[config.mk]
export PLATFORM = sky130hd
export DESIGN_NAME = reu_regs
export DESIGN_NICKNAME = d
export VERILOG_FILES = /design/src/rtl/reu_regs.sv
export SDC_FILE = /design/constraint.sdc
export NUM_CORES = 1
export LEC_CHECK = 0
export ABC_AREA = 1
export CAP_MARGIN = 30
export CORE_ASPECT_RATIO = 1.1
export CORE_UTILIZATION = 37
export DETAILED_ROUTE_END_ITERATION = 16
export PLACE_DENSITY = 0.6
export SLEW_MARGIN = 20
export SYNTH_ARGS = -nofsm -noshare
export SYNTH_HDL_FRONTEND = slang
export SYNTH_SLANG_ARGS = --single-unit
export TNS_END_PERCENT = 5
[constraint.sdc]
create_clock -name PHI2 -period 9.76 [get_ports PHI2]
set_input_delay 1.952 -clock PHI2 [delete_from_list [all_inputs] [get_ports PHI2]]
set_output_delay 1.952 -clock PHI2 [all_outputs]
set_load 0.005 [all_outputs]
[src/rtl/reu_regs.sv]
// REU CPU-side register block: IO2 register file, command/execute handshake,
// live address and length counters with autoload shadows, status flags and IRQ.
module reu_regs #(
    parameter int REU_ABITS = 19
) (
    input  logic                 PHI2,
    input  logic                 RESET,
    input  logic                 nIO2,
    input  logic                 RnW,
    input  logic [4:0]           A,
    input  logic [7:0]           Din,
    output logic [7:0]           Dout,
    output logic                 DOE,
    input  logic                 FF00Hit,
    input  logic                 DMA,
    input  logic                 NextCA,
    input  logic                 NextREUA,
    input  logic                 XferEnd,
    input  logic                 VerifyErr,
    output logic                 Execute,
    output logic [1:0]           XferType,
    output logic                 Length1,
    output logic [15:0]          CA,
    output logic [REU_ABITS-1:0] REUA,
    output logic                 nIRQ,
    output logic [1:0]           exec_state
);

    typedef enum logic [1:0] {
        S_IDLE  = 2'd0,
        S_ARMED = 2'd1,
        S_FIRE  = 2'd2,
        S_BUSY  = 2'd3
    } exec_t;

    localparam logic                 SIZE_BIT = (REU_ABITS > 17) ? 1'b1 : 1'b0;
    localparam logic [REU_ABITS-1:0] REUA_ONE = 1;

    exec_t                state, state_nx;
    logic                 cmd_exec, cmd_auto, cmd_ff00dis;
    logic [1:0]           cmd_type;
    logic                 eob, verr;
    logic [2:0]           mask;
    logic                 fix_ca, fix_reua;
    logic [15:0]          ca, ca_sh, len, len_sh;
    logic [REU_ABITS-1:0] reua, reua_sh;
    logic                 cpu_wr, cmd_wr, st_rd, fire_ack, irq;
    logic [7:0]           bank_rd;

    assign cpu_wr   = !nIO2 && !RnW && !DMA;
    assign cmd_wr   = cpu_wr && (A == 5'd1);
    assign st_rd    = !nIO2 && RnW && (A == 5'd0);
    // Execute is the request, DMA is the acknowledge: Execute stays high until
    // DMA is sampled high on a falling edge, and drops on that same edge.
    assign fire_ack = (state == S_FIRE) && DMA;

    always_ff @(negedge PHI2 or posedge RESET) begin
        if (RESET) state <= S_IDLE;
        else       state <= state_nx;
    end

    always_comb begin
        state_nx = state;
        case (state)
            S_IDLE:  if (cmd_wr && Din[7]) state_nx = Din[4] ? S_FIRE : S_ARMED;
            S_ARMED: begin
                if (FF00Hit)                state_nx = S_FIRE;
                else if (cmd_wr && !Din[7]) state_nx = S_IDLE;
            end
            S_FIRE:  if (DMA)  state_nx = S_BUSY;
            S_BUSY:  if (!DMA) state_nx = S_IDLE;
            default: state_nx = S_IDLE;
        endcase
    end

    always_ff @(negedge PHI2 or posedge RESET) begin
        if (RESET) begin
            cmd_exec    <= 1'b0;
            cmd_auto    <= 1'b0;
            cmd_ff00dis <= 1'b1;
            cmd_type    <= 2'b00;
            eob         <= 1'b0;
            verr        <= 1'b0;
            mask        <= 3'b000;
            fix_ca      <= 1'b0;
            fix_reua    <= 1'b0;
        end else begin
            eob  <= XferEnd   || (eob  && !st_rd);
            verr <= VerifyErr || (verr && !st_rd);
            if (cmd_wr) begin
                cmd_exec    <= Din[7];
                cmd_auto    <= Din[5];
                cmd_ff00dis <= Din[4];
                cmd_type    <= Din[1:0];
            end else if (fire_ack) begin
                cmd_exec <= 1'b0;
            end
            if (cpu_wr && (A == 5'd9))  mask <= Din[7:5];
            if (cpu_wr && (A == 5'd10)) begin
                fix_ca   <= Din[7];
                fix_reua <= Din[6];
            end
        end
    end

    // CPU byte writes come last so they override any counter update on the same edge.
    always_ff @(negedge PHI2 or posedge RESET) begin
        if (RESET) begin
            ca      <= 16'h0000;
            ca_sh   <= 16'h0000;
            reua    <= '0;
            reua_sh <= '0;
            len     <= 16'hFFFF;
            len_sh  <= 16'hFFFF;
        end else begin
            if (XferEnd && cmd_auto) begin
                ca   <= ca_sh;
                reua <= reua_sh;
                len  <= len_sh;
            end else begin
                if (NextCA) begin
                    if (!fix_ca)  ca  <= ca + 16'd1;
                    if (!XferEnd) len <= len - 16'd1;
                end
                if (NextREUA && !fix_reua) reua <= reua + REUA_ONE;
            end
            if (cpu_wr) begin
                case (A)
                    5'd2: begin ca[7:0]    <= Din; ca_sh[7:0]    <= Din; end
                    5'd3: begin ca[15:8]   <= Din; ca_sh[15:8]   <= Din; end
                    5'd4: begin reua[7:0]  <= Din; reua_sh[7:0]  <= Din; end
                    5'd5: begin reua[15:8] <= Din; reua_sh[15:8] <= Din; end
                    5'd6: begin
                        reua[REU_ABITS-1:16]    <= Din[REU_ABITS-17:0];
                        reua_sh[REU_ABITS-1:16] <= Din[REU_ABITS-17:0];
                    end
                    5'd7: begin len[7:0]  <= Din; len_sh[7:0]  <= Din; end
                    5'd8: begin len[15:8] <= Din; len_sh[15:8] <= Din; end
                    default: ;
                endcase
            end
        end
    end

    assign irq = mask[2] && ((eob && mask[1]) || (verr && mask[0]));

    always_comb begin
        bank_rd                  = 8'hFF;
        bank_rd[REU_ABITS-17:0]  = reua[REU_ABITS-1:16];
        Dout                     = 8'hFF;
        case (A)
            5'd0:    Dout = {irq, eob, verr, SIZE_BIT, 4'b0000};
            5'd1:    Dout = {cmd_exec, 1'b1, cmd_auto, cmd_ff00dis, 2'b11, cmd_type};
            5'd2:    Dout = ca[7:0];
            5'd3:    Dout = ca[15:8];
            5'd4:    Dout = reua[7:0];
            5'd5:    Dout = reua[15:8];
            5'd6:    Dout = bank_rd;
            5'd7:    Dout = len[7:0];
            5'd8:    Dout = len[15:8];
            5'd9:    Dout = {mask, 5'b11111};
            5'd10:   Dout = {fix_ca, fix_reua, 6'b111111};
            default: Dout = 8'hFF;
        endcase
    end

    assign DOE        = !nIO2 && RnW && !DMA;
    assign Execute    = (state == S_FIRE);
    assign XferType   = cmd_type;
    assign Length1    = (len == 16'h0001);
    assign CA         = ca;
    assign REUA       = reua;
    assign nIRQ       = !irq;
    assign exec_state = state;

endmodule

# == Word level (Yosys, flattened, before mapping) ==
# Index checks and enable logic that the tools add are counted.
# totals
out_inout_bits,51
in_bits,23
reg_bits,116
word_cells,108
# classes
mux,28
n_reduce_logical,39
n_eq_ne,18
add_sub_neg,3
# ops
op,n
two-way mux 16 bit,8
case mux 8 bit (11 select lines),1
two-way mux 19 bit,3
two-way mux 8 bit,6
equality test 5 x 3 -> 1 bit (second input constant),4
adder 19 x 1 -> 19 bit (second input constant),1
logical AND 1 bit,18
adder 16 x 1 -> 16 bit (second input constant),1
equality test 16 x 1 -> 1 bit (second input constant),1
subtractor 16 x 1 -> 16 bit (second input constant),1
equality test 5 x 4 -> 1 bit (second input constant),3
AND reduction 2 bit,7
two-way mux 2 bit,6
equality test 5 x 2 -> 1 bit (second input constant),2
case mux 2 bit (4 select lines),1
zero test 1 bit,7
inequality test 2 bit (second input constant),3
equality test 5 x 1 -> 1 bit (second input constant),1
zero test 5 bit,1
equality test 2 bit (second input constant),2
AND reduction 4 bit,1
logical OR 1 bit,3
two-way mux 3 bit,1
inequality test 3 bit (second input constant),1
4 further kinds,5

# == Longest topological paths before layout ==
# depth
ltp_word,8
mapped_depth,11

==> results.json <==
{
  "drv_slew": 0,
  "highest_layer": "met4",
  "yosys_warnings": 0,
  "vias": 6408,
  "status": "finished, final reports clean",
  "drc": 0,
  "fin_area_um2": 8470,
  "postCtsSetupBuffers": 0,
  "area_growth_pct": 25.4,
  "crit_family": "simple AND/OR/NAND/NOR gates",
  "cts_resized": 0,
  "start_kind": "register",
  "fin_ws_ns": 0.639,
  "syn_area_um2": 6750,
  "crit_type": "register to output port",
  "die_w_um": 131,
  "synth-seq-cells": 116,
  "ir_worst_vdd_uv": 119,
  "num_antenna_cells": 0,
  "totalPowerFinal_mw": 2.15,
  "cpMaxStageDelayCell": "clkdlybuf4s50_1",
  "clk_latency_ns": 0.45,
  "grt_usage_pct": 23.1,
  "wl_met2_mm": 9.22,
  "hold_path_class": "register to register",
  "ys.flop_type": "dfrtn_1",
  "grt_max_degree": 60,
  "core_um2": 17800,
  "numCtsBuffers": 17,
  "holdWs_ns": 0.417,
  "arrival_ns": 7.17,
  "leakagePower_nw": 4.28,
  "crit_top_cell": "nor2_1",
  "synth.avg_cell_area_um2": 7.37,
  "synthesis.instances": 916,
  "die_h_um": 144,
  "wl_met1_mm": 9.29,
  "fin_cells": 1272,
  "async_flop_share_pct": 100,
  "dp.cells": 1208,
  "endpoint_kind": "output port",
  "rsz0062_at_grt": "false",
  "fin_setup_tns_ns": 0,
  "clockBufferDepth": 2,
  "hold_violations": 0,
  "grt-ovfl-total": 0,
  "io_buffers": 73,
  "nets": 1048,
  "synth_edf_count": 0,
  "layout-drive-gt1-share_pct": 10.8,
  "dpl.hpwl_mm": 14.6,
  "rows": 51,
  "cts-htree-levels": 4,
  "grt_pass1_wl_mm": 32.1,
  "dpl_cell_area_um2": 7720,
  "gp_congestion": 0.923,
  "drtIter0Drc": 593,
  "place_ws_ns": 0.941,
  "wl_per_cell_um": 15.9,
  "die_area_um2": 18800,
  "final_common_cell": "nand2_1",
  "met3_length_mm": 1.23,
  "vias_per_cell": 5.04,
  "ys_types": 38,
  "first_global_vias": 6096,
  "synth_nets": 943,
  "ant_nets": 0,
  "cts.sink_count": 116,
  "start_util_pct": 37.9,
  "cts-root-buf": "clkbuf_16",
  "final_cell_mix": "nand2_1 (285), inv_1 (148), dfrtn_1 (83)",
  "post-route-util_pct": 47.6,
  "setup_viol": 0,
  "ioPinCount": 74,
  "drt_wl_total_mm": 20.3,
  "skew_ns": 0.0558,
  "required_ns": 7.81,
  "crit_chain": "nor2_1 -> nand2_1 -> nor2_1 -> nand3_1 -> nor3_1 -> clkdlybuf4s50_1",
  "path_clk_slew_ns": 0.04,
  "first_pass_iters": 5,
  "worst_slew_pin_slew_ns": 0.767,
  "cts_tree": "done",
  "crit_fanout": 4,
  "antenna_found_initial": 0,
  "p_per_area_nw_per_um2": 254,
  "ctsHoldBuffers": 0,
  "path_buf_inv": 1,
  "slew_headroom_pct": 48.7,
  "synth_seq_area_share_pct": 43.6,
  "crit_path_max_incr_delay_ns": 0.54,
  "cap_violations": 0
}
==> worst paths after layout <==
kind	start	endpoint	slack, ns	cells past startpoint
worst max-delay path	len[6]	Length1	0.64	6
worst min-delay path	ca_sh[6]	ca_sh[6]	0.42	2
worst max register to register	REUA[1]	REUA[12]	7.85	10
worst min register to register	ca_sh[6]	ca_sh[6]	0.42	2
max in group asynchronous	RESET	len_sh[4]	2.11	3
min in group asynchronous	RESET	ca_sh[13]	6.80	2
==> Yosys cell counts (all sizes together), types with 2 or more instances <==
master,n,share of area (%)
nand2,290,17
inv,129,7.2
o21ai,92,6.8
dfrtn,83,31
nor2,77,6.6
a21oi,54,4.0
nand3,48,3.6
dfstp,33,13
xor2,19,2.5
nor3,18,1.5
buf,13,1.2
o211ai,13,1.4
nand4,12,1.3
clkbuf,10,0.56
o22ai,7,0.65
ha,4,0.74
o21bai,3,0.33
a31oi,2,0.19
xnor2,2,0.26
==> worst min-delay path: stages, from the launching register on <==
cell and delay (ns):
dfrtn_1 0.40, nand2_1 0.05, nand2_1 0.05
==> cell type report <==
type | instances | area [µm²]
fill | 1734 | 9340
multi-input combinational | 648 | 3200
sequential | 116 | 2940
timing repair buffer | 77 | 786
clock buffer | 22 | 495
inverter | 128 | 485
tap | 238 | 298
clock inverter | 43 | 259
==> registers in the layout, summed over array words and instances (netlist names) <==
| register | cells |
|---|---|
| exec_state | 2 |
| cmd_ff00dis | 1 |
| fix_ca | 1 |
| ca_sh | 16 |
| mask | 3 |
| len_sh | 16 |
| XferType | 2 |
| cmd_exec | 1 |
| len | 16 |
| fix_reua | 1 |
| CA | 16 |
| REUA | 19 |
| cmd_auto | 1 |
| reua_sh | 19 |
| verr | 1 |
| eob | 1 |
==> power breakdown <==
part	total [mW]	switching, mW	internal (mW)	leakage [nW]
clock	0.716	0.262	0.454	0.483
sequential	0.814	0.169	0.646	1.27
combinational	0.623	0.331	0.292	2.53
==> per-layer routing <==
layer	vias to the layer above	track usage, %
met3	41	5.36
met1	3005	31.2
met4	0	10.5
li1	3155	-
met2	207	34.9
met5	-	0
==> kinds of logic after synthesis <==
logic type / count (synthesis) / share of synthesized area (%)
buf+inv: 152 / 9.01
simple gates: 446 / 29.7
flops: 116 / 43.6
compound gates: 176 / 14.1
xor+xnor: 21 / 2.72
fa+ha+maj: 4 / 0.741
mux: 1 / 0.167
Power figures use the tool's default switching activity.
